===== src/rtl/adc_view_sequencer_if.sv =====
// rtl/adc_view_sequencer_if.sv - control, view-data and display bundle for adc_view_sequencer
//
// Purpose: groups everything between the per-ADC processing chains, the
// front-panel controls and the 7-segment formatter into one bundle.
//   master : the upstream side (controls + per-channel views), sinks display
//   slave  : the sequencer, sinks controls/views, drives the display fields
// Signals:
//   display_mode  2       00=RAW 01=AVG 10=VOLT 11=PEAK
//   auto_scan     1       rotate channels on the dwell timer
//   ch_sel        CW      manual channel select (clamped to NUM_CH-1)
//   hold          1       freeze display and dwell timer
//   peak_clr      1       clear all peak registers
//   sample_valid  NUM_CH  per-channel new-mV strobe
//   raw_flat/avg_flat/mv_flat  NUM_CH*DATA_W, channel i at [i*DATA_W +: DATA_W]
//   disp_val/decimal_point/disp_ch/disp_changed  registered display outputs
interface adc_view_sequencer_if #(
  parameter int NUM_CH = 3,
  parameter int DATA_W = 16
);
  localparam int CW = $clog2(NUM_CH);

  logic [1:0]             display_mode;
  logic                   auto_scan;
  logic [CW-1:0]          ch_sel;
  logic                   hold;
  logic                   peak_clr;
  logic [NUM_CH-1:0]      sample_valid;
  logic [NUM_CH*DATA_W-1:0] raw_flat;
  logic [NUM_CH*DATA_W-1:0] avg_flat;
  logic [NUM_CH*DATA_W-1:0] mv_flat;
  logic [DATA_W-1:0]      disp_val;
  logic [3:0]             decimal_point;
  logic [CW-1:0]          disp_ch;
  logic                   disp_changed;

  modport master (
    output display_mode, auto_scan, ch_sel, hold, peak_clr,
    output sample_valid, raw_flat, avg_flat, mv_flat,
    input  disp_val, decimal_point, disp_ch, disp_changed
  );

  modport slave (
    input  display_mode, auto_scan, ch_sel, hold, peak_clr,
    input  sample_valid, raw_flat, avg_flat, mv_flat,
    output disp_val, decimal_point, disp_ch, disp_changed
  );
endinterface


===== src/rtl/adc_view_sequencer.sv =====
// rtl/adc_view_sequencer.sv - per-channel RAW/AVG/VOLT/PEAK display view selector with auto-scan
//
// Purpose: picks one channel (manual or auto-scanned with a dwell timer) and
// one view of it, and registers value, decimal-point pattern and channel index
// for the 7-segment formatter. Tracks a per-channel peak of the mV view.
// Ports:
//   clk      system clock
//   reset_n  synchronous active-low reset
//   bus      adc_view_sequencer_if.slave (controls, channel views, display outputs)
module adc_view_sequencer #(
  parameter int          NUM_CH       = 3,
  parameter int          DATA_W       = 16,
  parameter int          DWELL_CYCLES = 100000000,
  parameter logic [3:0]  DP_VOLT      = 4'b1000
) (
  input logic clk,
  input logic reset_n,
  adc_view_sequencer_if.slave bus
);
  localparam int CW  = $clog2(NUM_CH);
  localparam int DCW = $clog2(DWELL_CYCLES);
  localparam logic [CW-1:0]  LAST_CH    = CW'(NUM_CH - 1);
  localparam logic [DCW-1:0] DWELL_LAST = DCW'(DWELL_CYCLES - 1);

  logic [DATA_W-1:0] raw_a  [NUM_CH];
  logic [DATA_W-1:0] avg_a  [NUM_CH];
  logic [DATA_W-1:0] mv_a   [NUM_CH];
  logic [DATA_W-1:0] peak   [NUM_CH];

  logic [CW-1:0]     scan_ptr;
  logic [DCW-1:0]    dwell_cnt;
  // Previous auto_scan level as seen by the scanner. Reset to 1 so that a
  // reset released with auto_scan already high restarts the scan at channel 0
  // instead of treating it as a fresh rising edge from ch_sel.
  logic              auto_q;

  logic [CW-1:0]     ch_clamped;
  logic              scanning;
  logic [CW-1:0]     cur_ch;
  logic [DCW-1:0]    dwell_eff;
  logic [DATA_W-1:0] new_val;
  logic [3:0]        new_dp;

  always_comb begin
    for (int i = 0; i < NUM_CH; i++) begin
      raw_a[i] = bus.raw_flat[i*DATA_W +: DATA_W];
      avg_a[i] = bus.avg_flat[i*DATA_W +: DATA_W];
      mv_a[i]  = bus.mv_flat[i*DATA_W +: DATA_W];
    end
  end

  always_comb begin
    ch_clamped = (bus.ch_sel > LAST_CH) ? LAST_CH : bus.ch_sel;
    // Scanning only once auto_scan was already high last cycle; on its rising
    // edge the manual channel seeds the scan with a fresh dwell, and on its
    // falling edge the manual channel applies immediately.
    scanning   = bus.auto_scan && auto_q;
    cur_ch     = scanning ? scan_ptr : ch_clamped;
    dwell_eff  = scanning ? dwell_cnt : '0;

    new_val = '0;
    new_dp  = 4'b0000;
    case (bus.display_mode)
      2'b00: new_val = raw_a[cur_ch];
      2'b01: new_val = avg_a[cur_ch];
      2'b10: begin
        new_val = mv_a[cur_ch];
        new_dp  = DP_VOLT;
      end
      default: begin
        new_val = peak[cur_ch];
        new_dp  = DP_VOLT;
      end
    endcase
  end

  always_ff @(posedge clk) begin
    if (!reset_n) begin
      scan_ptr          <= '0;
      dwell_cnt         <= '0;
      auto_q            <= 1'b1;
      bus.disp_val      <= '0;
      bus.decimal_point <= 4'b0000;
      bus.disp_ch       <= '0;
      bus.disp_changed  <= 1'b0;
      for (int i = 0; i < NUM_CH; i++) peak[i] <= '0;
    end else begin
      if (!bus.hold) begin
        auto_q <= bus.auto_scan;
        if (bus.auto_scan) begin
          if (dwell_eff == DWELL_LAST) begin
            dwell_cnt <= '0;
            scan_ptr  <= (cur_ch == LAST_CH) ? '0 : cur_ch + CW'(1);
          end else begin
            dwell_cnt <= dwell_eff + DCW'(1);
            scan_ptr  <= cur_ch;
          end
        end else begin
          dwell_cnt <= '0;
          scan_ptr  <= cur_ch;
        end
        bus.disp_val      <= new_val;
        bus.decimal_point <= new_dp;
        bus.disp_ch       <= cur_ch;
        bus.disp_changed  <= ({new_val, new_dp, cur_ch} !=
                              {bus.disp_val, bus.decimal_point, bus.disp_ch});
      end else begin
        bus.disp_changed <= 1'b0;
      end

      // Peaks keep tracking through hold; a sample arriving with peak_clr
      // replaces the cleared value.
      for (int i = 0; i < NUM_CH; i++) begin
        if (bus.sample_valid[i]) begin
          if (bus.peak_clr || (mv_a[i] > peak[i])) peak[i] <= mv_a[i];
        end else if (bus.peak_clr) begin
          peak[i] <= '0;
        end
      end
    end
  end
endmodule


===== src/flat_wrapper.sv =====
// flat-port wrapper written by rule: the top's interface ports become plain ports
module adc_view_sequencer_flat 
#(
  parameter int          NUM_CH       = 3,
  parameter int          DATA_W       = 16,
  parameter int          DWELL_CYCLES = 100000000,
  parameter logic [3:0]  DP_VOLT      = 4'b1000
)
  (clk, reset_n, bus_display_mode, bus_auto_scan, bus_ch_sel, bus_hold, bus_peak_clr, bus_sample_valid, bus_raw_flat, bus_avg_flat, bus_mv_flat, bus_disp_val, bus_decimal_point, bus_disp_ch, bus_disp_changed);
  adc_view_sequencer_if #(.NUM_CH(NUM_CH), .DATA_W(DATA_W)) bus_i ();
  input logic clk;
  input logic reset_n;
  input wire logic [$bits(bus_i.display_mode)-1:0] bus_display_mode;
  input wire logic [$bits(bus_i.auto_scan)-1:0] bus_auto_scan;
  input wire logic [$bits(bus_i.ch_sel)-1:0] bus_ch_sel;
  input wire logic [$bits(bus_i.hold)-1:0] bus_hold;
  input wire logic [$bits(bus_i.peak_clr)-1:0] bus_peak_clr;
  input wire logic [$bits(bus_i.sample_valid)-1:0] bus_sample_valid;
  input wire logic [$bits(bus_i.raw_flat)-1:0] bus_raw_flat;
  input wire logic [$bits(bus_i.avg_flat)-1:0] bus_avg_flat;
  input wire logic [$bits(bus_i.mv_flat)-1:0] bus_mv_flat;
  output wire logic [$bits(bus_i.disp_val)-1:0] bus_disp_val;
  output wire logic [$bits(bus_i.decimal_point)-1:0] bus_decimal_point;
  output wire logic [$bits(bus_i.disp_ch)-1:0] bus_disp_ch;
  output wire logic [$bits(bus_i.disp_changed)-1:0] bus_disp_changed;
  assign bus_i.display_mode = bus_display_mode;
  assign bus_i.auto_scan = bus_auto_scan;
  assign bus_i.ch_sel = bus_ch_sel;
  assign bus_i.hold = bus_hold;
  assign bus_i.peak_clr = bus_peak_clr;
  assign bus_i.sample_valid = bus_sample_valid;
  assign bus_i.raw_flat = bus_raw_flat;
  assign bus_i.avg_flat = bus_avg_flat;
  assign bus_i.mv_flat = bus_mv_flat;
  assign bus_disp_val = bus_i.disp_val;
  assign bus_decimal_point = bus_i.decimal_point;
  assign bus_disp_ch = bus_i.disp_ch;
  assign bus_disp_changed = bus_i.disp_changed;
  adc_view_sequencer #(.NUM_CH(NUM_CH), .DATA_W(DATA_W), .DWELL_CYCLES(DWELL_CYCLES), .DP_VOLT(DP_VOLT)) u_core (.clk(clk), .reset_n(reset_n), .bus(bus_i));
endmodule

===== config.mk =====
export PLATFORM = sky130hd
export DESIGN_NAME = adc_view_sequencer_flat
export DESIGN_NICKNAME = d
export VERILOG_FILES = /design/src/rtl/adc_view_sequencer_if.sv /design/src/rtl/adc_view_sequencer.sv /design/src/flat_wrapper.sv
export SDC_FILE = /design/constraint.sdc
export NUM_CORES = 1
export LEC_CHECK = 0
export BUFFER_PORTS_ARGS = -buffer_cell sky130_fd_sc_hd__buf_2
export CAP_MARGIN = 0
export CELL_PAD_IN_SITES_DETAIL_PLACEMENT = 1
export CELL_PAD_IN_SITES_GLOBAL_PLACEMENT = 2
export CORE_UTILIZATION = 32
export CTS_CLUSTER_DIAMETER = 30
export DETAILED_ROUTE_END_ITERATION = 8
export PLACE_DENSITY_LB_ADDON = 0.1
export RECOVER_POWER = 50
export SLEW_MARGIN = 15
export SYNTH_ARGS = -nofsm -noshare
export SYNTH_HDL_FRONTEND = slang
export SYNTH_SLANG_ARGS = --single-unit

===== constraint.sdc =====
create_clock -name clk -period 3.2 [get_ports clk]
set_input_delay 0.64 -clock clk [delete_from_list [all_inputs] [get_ports clk]]
set_output_delay 0.64 -clock clk [all_outputs]
set_load 0.1 [all_outputs]

==> results by group, run 1 <==
Status
  • Status: finished clean

Floorplan
  • Die W: 156 um
  • Core area: 0.0229 sq mm
  • FP Rows: 55
  • Initial core utilization: about a third
  • Die area: ~0.024 sq mm
  • DIE HEIGHT: about 160 um
  • Top-level port count: ~180

Routing
  • Drt first pass iters: 4
  • Drt total wl: approximately 33000 um
  • Post-detailed-route count of antenna-violating nets: 0
  • Via-per-instance ratio: ~5.5
  • DRC viols: 0
  • Via count: 8099
  • Drt wl/cell: 22.3 um
  • Initial DRC count: approximately 450

Finish
  • Fin cells: between 1000 and 1500
  • Ant diodes: 0
  • # nets final: between 1000 and 1500
  • Share of post-route cells with drive strength above 1: 26.2%
  • Area Overhead vs Synth: 29.0%
  • Commonest non-fill, non-tap cells in the layout: 154 x buf_2, 97 x nand2_1, 94 x buf_4
  • Commonest non-fill, non-tap cell in the layout: buf_2

STA
  • Pins Over Slew Limit: 0
  • Fin Clk Skew: 0.00691 ns
  • Period utilization: a little over nine tenths
  • Unrepaired setup endpoints after global routing: no
  • Slew margin rel.: between 20% and 30%
  • Worst slew pin tran: about 1.2 ns
  • Final WS setup: 0.195 ns
  • Final Hold Vio Count: 0
  • Max Freq: between 0.3 and 0.4 GHz
  • Min Hold Slack: 0.474 ns
  • Number of setup violations in the final report: 0
  • Tmin final: between 3 and 4 ns

Clocking
  • Buffers from clock root to sink, at most: 2
  • Clk_lat worst skew: around 0.36 ns
  • Worst-path clk slew: around 0.080 ns
  • CTS root buf: clkbuf_16
  • Htree depth: 3
  • Hold buffer count at cts: 0
  • Clock Sinks: between 90 and 100
  • CTS tree: built
  • Number of CTS-inserted buffers: 9

Global routing
  • First-pass GRT wire length: just under 50000 um
  • Vias in the first global route: 8341
  • Overflow after GRT: 0
  • Maximum number of pins on one net before global-route repair: 38
  • Initial antenna violation count: 0
  • GRT Util Overall: between 20% and 30%

Synth
  • Ys async rst share: 0%
  • Synthesized instance count: between 900 and 1000
  • Ys Warns: 0
  • Top FF cell, synth: dfxtp_1
  • Syn Area/Cell: 8.15 sq um
  • Seq cells post-synth: 98
  • Post-synthesis sequential area ratio: between 30% and 40%
  • Post-synth EDFFs: 32
  • Synth Cell Area: between 0.007 and 0.008 sq mm
  • Distinct cell type count after synthesis: 78

Setup path
  • Critical path arrival: about 3.2 ns
  • Crit-path max FO: 13
  • Critical-path top delay cell: a2111oi_2
  • CP peak stage delay: between 0.4 and 0.5 ns
  • Crit. End Element: register
  • Crit path required time: approximately 3.4 ns
  • Critical path class: in2reg
  • Critical path, cell by cell: buf_2 > a21bo_2 > nand2_2 > buf_4 > buf_12 > buf_4 > mux2i_1 > o21ai_1 > nand2_1 > o21ai_0 > xor2_1 > a2111oi_2 > a311oi_2
  • Cell repeated most along the worst path: buf_4
  • Startpoint Class: input pin

Run
  • Max-cap viol count: 0

Pwr
  • LEAKAGE: 4.33 nW
  • Total power: slightly above 4 mW
  • Pwr/cell area: about 410 mW/mm^2
  • Max VDD drop: about 0.26 mV

Placed design
  • Cells after DPL: around 1500
  • Worst slack at placement: -0.146 ns
  • Detailed-placement wirelength estimate: around 27000 um
  • GP Congestion: around 0.91
  • Port buffer count: approximately 180

Worst hold path
  • Hold Path Class: reg2reg
flip-flops by register name, summed over array words and instances (netlist names):
| register | count |
|---|---|
| u_core.bus.disp_changed | 1 |
| u_core.bus.disp_val | 16 |
| u_core.dwell_cnt | 27 |
| u_core.auto_q | 1 |
| u_core.bus.decimal_point | 1 |
| u_core.peak | 48 |
| u_core.bus.disp_ch | 2 |
| u_core.scan_ptr | 2 |
metrics by stage:
step / TNS [ns] / utilization, % / instance area [sq um]
2_1_floorplan: 0 / - / 7570
3_3_place_gp: -0.0706 / 41.3 / 9470
3_5_place_dp: -0.146 / 41.3 / 9470
4_1_cts: 0 / 42.7 / 9800
5_1_grt: 0 / 42.5 / 9750
6_report: 0 / 42.5 / 9750
critical path, delay by kind of cell:
kind                   cells  cell delay (ns)
buffers and inverters      4             0.70
AND/OR/NAND/NOR            2             0.24
multiplexers               1             0.10
XOR/XNOR                   1             0.19
AO/OA/AOI/OAI              5             1.34
cell usage after synthesis (all sizes together) (9+ instances only):
master	count	area share, %
mux2	23	3.4
ha	49	8.1
and2	38	3.1
edfxtp	32	13
mux2i	45	6.0
nor2	81	4.1
a21oi	61	4.0
a221oi	15	1.9
o31ai	9	0.89
a21o	17	1.7
o21ai	67	4.5
inv	56	2.8
nor3	11	0.79
nand2	100	5.1
and3	19	1.6
nand3	21	1.5
clkbuf	19	0.94
xnor2	10	1.2
a31oi	9	0.74
dfxtp	66	17
buf	37	2.8
nand4	14	1.2
o22ai	10	0.91
routing by layer:
layer	routed length (um)	vias up	global-route usage, %	part of all wire [%]
met1	14900	3934	35.6	45
met5	0	-	0	0
met2	15500	277	47.2	47
met3	1680	42	3.53	5.1
met4	956	0	10.3	2.9
li1	-	3846	-	-
area by class of cell:
type / count / area, sq um
Tap cell: 313 / 392
Timing Repair Buffer: 283 / 1720
Clock inverter: 5 / 46.3
Clock buffer: 11 / 275
Sequential cell: 98 / 2280
Inverter: 58 / 218
Multi-Input combinational cell: 717 / 4810
Fill cell: 2851 / 13200
path summary, 6_finish.rpt:
path	startpoint	to	slack, ns	cells past startpoint
min reg2reg	u_core.dwell_cnt[22]$_SDFFE_PN0N_	u_core.dwell_cnt[22]$_SDFFE_PN0N_	0.47	1
max reg2reg	u_core.auto_q$_SDFFE_PN1N_	u_core.bus.disp_changed$_SDFF_PP0_	0.21	12
max	bus_auto_scan	u_core.bus.disp_changed$_SDFF_PP0_	0.19	13
min	u_core.dwell_cnt[22]$_SDFFE_PN0N_	u_core.dwell_cnt[22]$_SDFFE_PN0N_	0.47	1
power by group:
group / switching [mW] / internal, mW / leakage [nW]
clock network: 0.580 / 0.642 / 0.161
logic: 0.827 / 0.517 / 3.27
registers: 0.0860 / 1.37 / 0.898
timing repair:
action | in CTS | in global routing
endpoints found under the hold margin | 0 | 0
endpoints found under the setup margin | 0 | 1
resized for setup | 0 | 3
buffers inserted | 0 | 0
logic make-up (layout without fill, tap and decap cells):
| kind of cell | count (synthesis) | after routing | synth area share (%) |
|---|---|---|---|
| fa+ha+maj | 49 | 49 | 8.11 |
| compound gates | 260 | 260 | 23.0 |
| other cells | 1 | 3 | 0.0496 |
| simple gates | 322 | 322 | 20.9 |
| buf+inv | 114 | 357 | 6.64 |
| mux | 68 | 68 | 9.39 |
| xor+xnor | 15 | 15 | 1.74 |
| flops | 98 | 98 | 30.2 |
No activity file was read; power rests on OpenSTA's default activity.
==> run 2, diff against run 1 <==
ABC_AREA = 1   (was unset)
CORE_UTILIZATION = 29   (was 32)
==> run 2 against run 1 <==
Against the previous run: critical path depth increased by 3; hold slack better by 0.013 ns; power is 2.5% lower; register-to-register slack gained 0.26 ns; critical endpoint unchanged; core utilization shrank 6.3 points; largest power group unchanged; critical path type unchanged; routed wire length shrank 3.6%; synthesized cell count increased by 25%; sequential power about the same.
==> results by group, run 2 <==
Status
  • Status: finished clean

Placed design
  • Post-place instance area: 0.00902 sq mm (-4.8%)
  • GP Congestion: 0.873 (-3.5%)
  • Worst slack at placement: 0.133 ns (+0.278 ns)
  • Port buffer count: 175 (unchanged)
  • Detailed-placement wirelength estimate: 26100 um (-3.4%)

STA
  • Slew margin rel.: 16.0% (-4.3 points)
  • Final WS setup: 0.425 ns (+0.230 ns)
  • Number of setup violations in the final report: 0 (unchanged)
  • Period utilization: 86.7% (-7.2 points)
  • Tmin final: 2.77 ns (-0.230 ns)
  • Setup TNS: 0 ns (unchanged)
  • Worst slew pin tran: 1.27 ns (+0.0644 ns)
  • Max Freq: 0.360 GHz (+8.3%)
  • Min Hold Slack: 0.487 ns (+0.0133 ns)
  • Pins Over Slew Limit: 0 (unchanged)
  • Fin Clk Skew: 0.00804 ns (+0.00112 ns)
  • Unrepaired setup endpoints after global routing: no
  • Final Hold Vio Count: 0 (unchanged)

Routing
  • Post-detailed-route count of antenna-violating nets: 0 (unchanged)
  • Via-per-instance ratio: 5.07 (-7.1%)
  • Initial DRC count: 456 (+1.6%)
  • Drt wl/cell: 19.1 um (-14%)
  • Drt total wl: 31900 um (-3.6%)
  • Via count: 8455 (+4.4%)
  • DRC viols: 0 (unchanged)
  • Drt first pass iters: 4 (unchanged)

Clocking
  • Post_cts resized: 0 (unchanged)
  • CTS tree: built
  • CTS root buf: clkbuf_16
  • Buffers from clock root to sink, at most: 2 (unchanged)
  • Clock Sinks: 98 (unchanged)
  • Post CTS Setup Buffer Count: 0 (unchanged)
  • Clk_lat worst skew: 0.36 ns (about the same)
  • Number of CTS-inserted buffers: 9 (unchanged)
  • Hold buffer count at cts: 0 (unchanged)
  • Htree depth: 3 (unchanged)
  • Worst-path clk slew: 0.08 ns (about the same)

Global routing
  • Vias in the first global route: 8563 (+2.7%)
  • GRT met2 Usage: 40.6% (-6.6 points)
  • M1 GR Usage: 32.2% (-3.4 points)
  • Maximum number of pins on one net before global-route repair: 46 (+21%)
  • Initial antenna violation count: 0 (unchanged)
  • GRT Util Overall: 24.1% (-3.6 points)
  • First-pass GRT wire length: 48700 um (-1.8%)
  • Overflow after GRT: 0 (unchanged)
  • Gr busiest metal: met2
  • Met3 Track Usage GR: 3.56% (+0.033 points)

Finish
  • Area Overhead vs Synth: 21.1%
  • Max FFs per register: 48 (unchanged)
  • Share of post-route cells with drive strength above 1: 17.8% (-8.3 points)
  • Commonest non-fill, non-tap cells in the layout: 287 x nand2_1, 174 x nand3_1, 166 x inv_1
  • Post-route cell area: 0.00923 sq mm (-5.3%)
  • # nets final: 1539 (+12%)
  • Biggest register: u_core.peak
  • FILL cells: 3363 (+18%)
  • Biggest regs: u_core.peak: 48 flops, u_core.dwell_cnt: 27 flops, u_core.bus.disp_val: 16 flops
  • Commonest non-fill, non-tap cell in the layout: nand2_1
  • Ant diodes: 0 (unchanged)

Floorplan
  • Core area: 0.0255 sq mm (+11%)
  • Initial core utilization: 29.9% (-3.0 points)
  • Die W: 164 um (+5.4%)
  • Die area: 0.0269 sq mm (+11%)
  • FP Rows: 58 (+5.5%)
  • DIE HEIGHT: 164 um (+5.4%)
  • Top-level port count: 179 (unchanged)

Synth
  • Synth area leaders: dfxtp_1 17%, nand2_1 14%, edfxtp_1 13%
  • Synth Cell Area: 0.00762 sq mm (+0.88%)
  • Multiplexer share of the synthesized area: 0% (-9.4 points)
  • Ys Warns: 0 (unchanged)
  • Distinct cell type count after synthesis: 43 (-45%)
  • Post-synth EDFFs: 32 (unchanged)
  • Count leader, synth: nand2_1
  • Simple-gate share of the synthesized area: 35.4% (+15 points)
  • Top cells by count, synth: 287 x nand2_1, 173 x nand3_1, 166 x inv_1
  • Syn Area/Cell: 6.57 sq um (-19%)
  • Synth Area in Adders: 8.04% (-0.071 points)
  • Main combinational cell family by area after synthesis: simple AND/OR/NAND/NOR gates
  • Ys async rst share: 0% (unchanged)
  • Synthesized instance count: 1160 (+25%)
  • Synth Area in Compound Gates: 14.3% (-8.7 points)
  • Post-synthesis sequential area ratio: 29.9% (-0.26 points)
  • Cell taking the most area after synthesis: dfxtp_1
  • Top FF cell, synth: dfxtp_1
  • Post-synthesis xor/xnor area fraction: 0.345% (-1.4 points)
  • Seq cells post-synth: 98 (unchanged)
  • Top-area cell type share of the netlist area: 17.3% (-0.15 points)

Setup path
  • Startpoint Class: input pin
  • Crit. Startpoint: bus_auto_scan
  • Worst R2R Start: u_core.auto_q$_SDFFE_PN1N_
  • Crit. End Element: register
  • Reg2Reg Setup Slack: 0.47 ns (+0.26 ns)
  • Critical path arrival: 3.03 ns (-0.19 ns)
  • Cell repeated most along the worst path: nand2_1
  • Critical path, cell by cell: buf_2 > nand2_2 > nand2_1 > nand2_1 > nand2_1 > buf_4 > o221ai_1 > nand2_1 > nand2_1 > nand2_1 > nor2_1 > nand2_1 > nor2_1 > nand3_1 > nand2_1 > inv_1
  • Crit path required time: 3.46 ns (+0.05 ns)
  • Critical path class: in2reg
  • CP peak stage delay: 0.34 ns (-0.11 ns)
  • Critical-path top delay cell: nand2_1
  • Crit-path max FO: 8 (-5)

Pwr
  • Max VDD drop: 0.216 mV (-17%)
  • Pwr/cell area: 425 mW/mm^2 (+2.9%)
  • LEAKAGE: 4.18 nW (-3.4%)

Worst hold path
  • Hold Path Origin: u_core.dwell_cnt[18]$_SDFFE_PN0N_
  • Hold Path Class: reg2reg

Run
  • Max-cap viol count: 0 (unchanged)
==> run 2: changes by cell type after synthesis, sizes merged, moves of 12 or more <==
cell and change:
nand2 +194, nand3 +158, inv +113, mux2i -45
and2 -38, o22ai +27, mux2 -23, and3 -18
a21o -17, a221oi -15, o221ai +15, nor2 +12
==> run 2: where the power goes <==
group	total [mW]	internal (mW)	leakage [nW]	switching [mW]
sequential	1.47	1.40	0.881	0.0658
combinational	1.36	0.424	3.16	0.938
clock	1.09	0.538	0.140	0.555
total	3.92	2.36	4.18	1.56
==> run 2: final timing paths <==
check                                                          end  depth (start not counted)
worst min-delay path             u_core.dwell_cnt[18]$_SDFFE_PN0N_                          2
worst max register to register  u_core.bus.disp_changed$_SDFF_PP0_                         15
worst min register to register   u_core.dwell_cnt[18]$_SDFFE_PN0N_                          2
worst max-delay path            u_core.bus.disp_changed$_SDFF_PP0_                         16
==> run 2: logic make-up after synthesis <==
logic type	Yosys count
buf+inv	223
xor+xnor	3
compound gates	186
fa+ha+maj	49
simple gates	600
other cells	1
flops	98
==> run 2: cell type report <==
class                      instances  area (sq um)  share of cell area, %
timing repair buffer             213          1180                   12.8
sequential                        98          2280                   24.7
clock inverter                     7          51.3                  0.556
inverter                         171           642                   6.95
clock buffer                       9           225                   2.44
tap                              330           413                   4.47
multi-input combinational        841          4440                   48.1
==> run 2: worst max-delay path, delay by kind of cell <==
kind	cells	cell delay (ns)
AO/OA/AOI/OAI	1	0.34
buffers and inverters	3	0.46
AND/OR/NAND/NOR	12	1.59
==> run 2: layer usage <==
layer / vias to the layer above / share of wire [%]
met5: - / 0
met4: 0 / 1.6
met3: 25 / 4.6
met2: 176 / 47
met1: 4040 / 47
li1: 4214 / -
==> run 2: stage by stage <==
stage	cells	power [mW]	util [%]
CTS	1669	3.98	36.5
finish	1669	3.92	36.2
floorplan	1162	2.35	-
global route	1669	4.16	36.2
global placement	1653	2.86	35.4
detailed placement	1653	2.88	35.4
==> run 3, diff against run 2 <==
CORE_MARGIN = 5   (was unset)
==> run 3 against run 2 <==
Against the previous run: power increased by 3.6%; critical path type unchanged; final area increased by 0.83%; count of clock-buffer cells in the layout increased by 1; final cell count increased by 0.54%; register-to-register slack got worse by 0.07 ns; core utilization decreased by 0.42 points; routed wire length increased by 3.1%.
==> results by group, run 3 (same netlist as run 2, synthesis figures left out) <==
Status
  • Status: finished clean

Pwr
  • LEAKAGE: 4.21 nW (+0.62%)
  • Max VDD drop: 0.222 mV (+2.8%)
  • Pwr/cell area: 437 mW/mm^2 (+2.8%)
  • Total power: 4.07 mW (+3.6%)

Global routing
  • First-pass GRT wire length: 50100 um (+2.8%)
  • Initial antenna violation count: 1 (+1)
  • Maximum number of pins on one net before global-route repair: 67 (+46%)
  • Overflow after GRT: 0 (unchanged)
  • Vias in the first global route: 8783 (+2.6%)
  • GRT Util Overall: 22.0% (-2.1 points)

Floorplan
  • Die W: 172 um (+4.9%)
  • Core area: 0.0260 sq mm (+2.0%)
  • Initial core utilization: 29.3% (-0.59 points)
  • Top-level port count: 179 (unchanged)
  • DIE HEIGHT: 172 um (+4.9%)
  • FP Rows: 59 (+1.7%)
  • Die area: 0.0296 sq mm (+10%)

Finish
  • Sequential cell area: 0.00228 sq mm (unchanged)
  • FILL cells: 3420 (+1.7%)
  • Commonest non-fill, non-tap cell in the layout: nand2_1
  • Area of the multi-input gates: 0.00445 sq mm (+0.17%)
  • Max FFs per register: 48 (unchanged)
  • Biggest register: u_core.peak
  • # nets final: 1542 (+0.19%)
  • Commonest non-fill, non-tap cells in the layout: 286 x nand2_1, 173 x nand3_1, 166 x inv_1
  • Biggest regs: u_core.peak: 48 flops, u_core.dwell_cnt: 27 flops, u_core.bus.disp_val: 16 flops
  • Share of post-route cells with drive strength above 1: 18.1% (+0.26 points)
  • Area Overhead vs Synth: 22.1%

Routing
  • Drt first pass iters: 4 (unchanged)
  • Drt total wl: 32900 um (+3.1%)
  • Post-detailed-route count of antenna-violating nets: 0 (unchanged)
  • Initial DRC count: 400 (-12%)
  • DRC viols: 0 (unchanged)
  • Via count: 8429 (-0.31%)
  • Via-per-instance ratio: 5.02 (-0.84%)
  • Drt wl/cell: 19.6 um (+2.6%)

Setup path
  • Crit. End Element: register
  • Crit path required time: 3.20 ns (-0.26 ns)
  • Startpoint Class: input pin
  • Cell repeated most along the worst path: nand2_1
  • Crit-path max FO: 12 (+4)
  • Critical path, cell by cell: buf_2 > ha_1 > nand2_1 > nor2_1 > nand2_1 > nor3_1 > o21ai_0 > nand2_1 > nand4_1 > nand3_1 > dlymetal6s2s_1
  • Critical-path top delay cell: dlymetal6s2s_1
  • CP peak stage delay: 0.61 ns (+0.27 ns)
  • Critical path class: in2reg
  • Critical path arrival: 2.83 ns (-0.20 ns)

Clocking
  • CTS root buf: clkbuf_16
  • Number of CTS-inserted buffers: 9 (unchanged)
  • Hold buffer count at cts: 0 (unchanged)
  • Htree depth: 3 (unchanged)
  • Clock Sinks: 98 (unchanged)
  • Post_cts resized: 0 (unchanged)
  • CTS tree: built
  • Clk_lat worst skew: 0.36 ns (about the same)
  • Post CTS Setup Buffer Count: 0 (unchanged)
  • Buffers from clock root to sink, at most: 2 (unchanged)
  • Worst-path clk slew: 0.08 ns (about the same)

STA
  • Period utilization: 88.6% (+1.9 points)
  • Tmin final: 2.83 ns (+0.0597 ns)
  • Unrepaired setup endpoints after global routing: no
  • Fin Clk Skew: 0.0133 ns (+0.00522 ns)
  • Final Hold Vio Count: 0 (unchanged)
  • Max Freq: 0.353 GHz (-2.1%)
  • Worst slew pin tran: 1.24 ns (-0.0219 ns)
  • Number of setup violations in the final report: 0 (unchanged)
  • Setup TNS: 0 ns (unchanged)
  • Pins Over Slew Limit: 0 (unchanged)
  • Slew margin rel.: 17.4% (+1.5 points)

Worst hold path
  • Hold Path Class: reg2reg

Run
  • Max-cap viol count: 0 (unchanged)

Placed design
  • GP Congestion: 0.851 (-2.5%)
  • Detailed-placement wirelength estimate: 26900 um (+3.3%)
  • Port buffer count: 175 (unchanged)
==> run 3: final cells by class <==
| type | count | share of cell area, % |
|---|---|---|
| clock buffer | 10 | 2.46 |
| multi-input combinational | 841 | 47.8 |
| tap | 335 | 4.50 |
| timing repair buffer | 216 | 12.8 |
| sequential | 98 | 24.5 |
| antenna | 1 | 0.0269 |
| inverter | 171 | 6.90 |
| clock inverter | 6 | 0.981 |
==> run 3: per-stage QoR <==
step                      instance area, sq um  std cells  setup WS (ns)  utilization [%]  hold WS (ns)
after floorplan                           7630       1162          0.533                -         0.451
after global placement                    9040       1661          0.113             34.8         0.476
after detailed placement                  9040       1661         0.0425             34.8         0.482
after CTS                                 9360       1677          0.424             36.0         0.494
after global routing                      9310       1678          0.154             35.8         0.512
final                                     9310       1678          0.365             35.8         0.492
==> run 3: path summary, 6_finish.rpt <==
kind,endpoint,start,cells after the start,slack [ns]
worst min register to register,u_core.peak[2][15]$_SDFFE_PP0P_,u_core.peak[2][15]$_SDFFE_PP0P_,2,0.49
worst max register to register,u_core.peak[0][11]$_SDFFCE_PP0P_,u_core.peak[0][15]$_SDFFCE_PP0P_,11,0.40
worst max-delay path,u_core.peak[0][11]$_SDFFCE_PP0P_,bus_mv_flat[15],11,0.37
worst min-delay path,u_core.peak[2][15]$_SDFFE_PP0P_,u_core.peak[2][15]$_SDFFE_PP0P_,2,0.49
==> run 3: layer usage <==
layer	wire length [um]	GRT usage (%)	vias to the layer above	share of wire, %
met5	0	0	-	0
li1	-	-	4218	-
met4	403	4.10	0	1.2
met1	15600	30.5	4004	48
met3	1640	3.20	21	5.0
met2	15200	36.9	186	46
==> run 3: where the power goes <==
| group | switching [mW] | internal [mW] |
|---|---|---|
| sequential | 0.0663 | 1.40 |
| clock | 0.550 | 0.692 |
| combinational | 0.933 | 0.423 |
==> run 3: worst max-delay path, delay by kind of cell <==
| kind | cells | cell delay [ns] |
|---|---|---|
| fa+ha+maj | 1 | 0.30 |
| compound gates | 1 | 0.15 |
| simple gates | 7 | 0.99 |
| buf+inv | 2 | 0.75 |
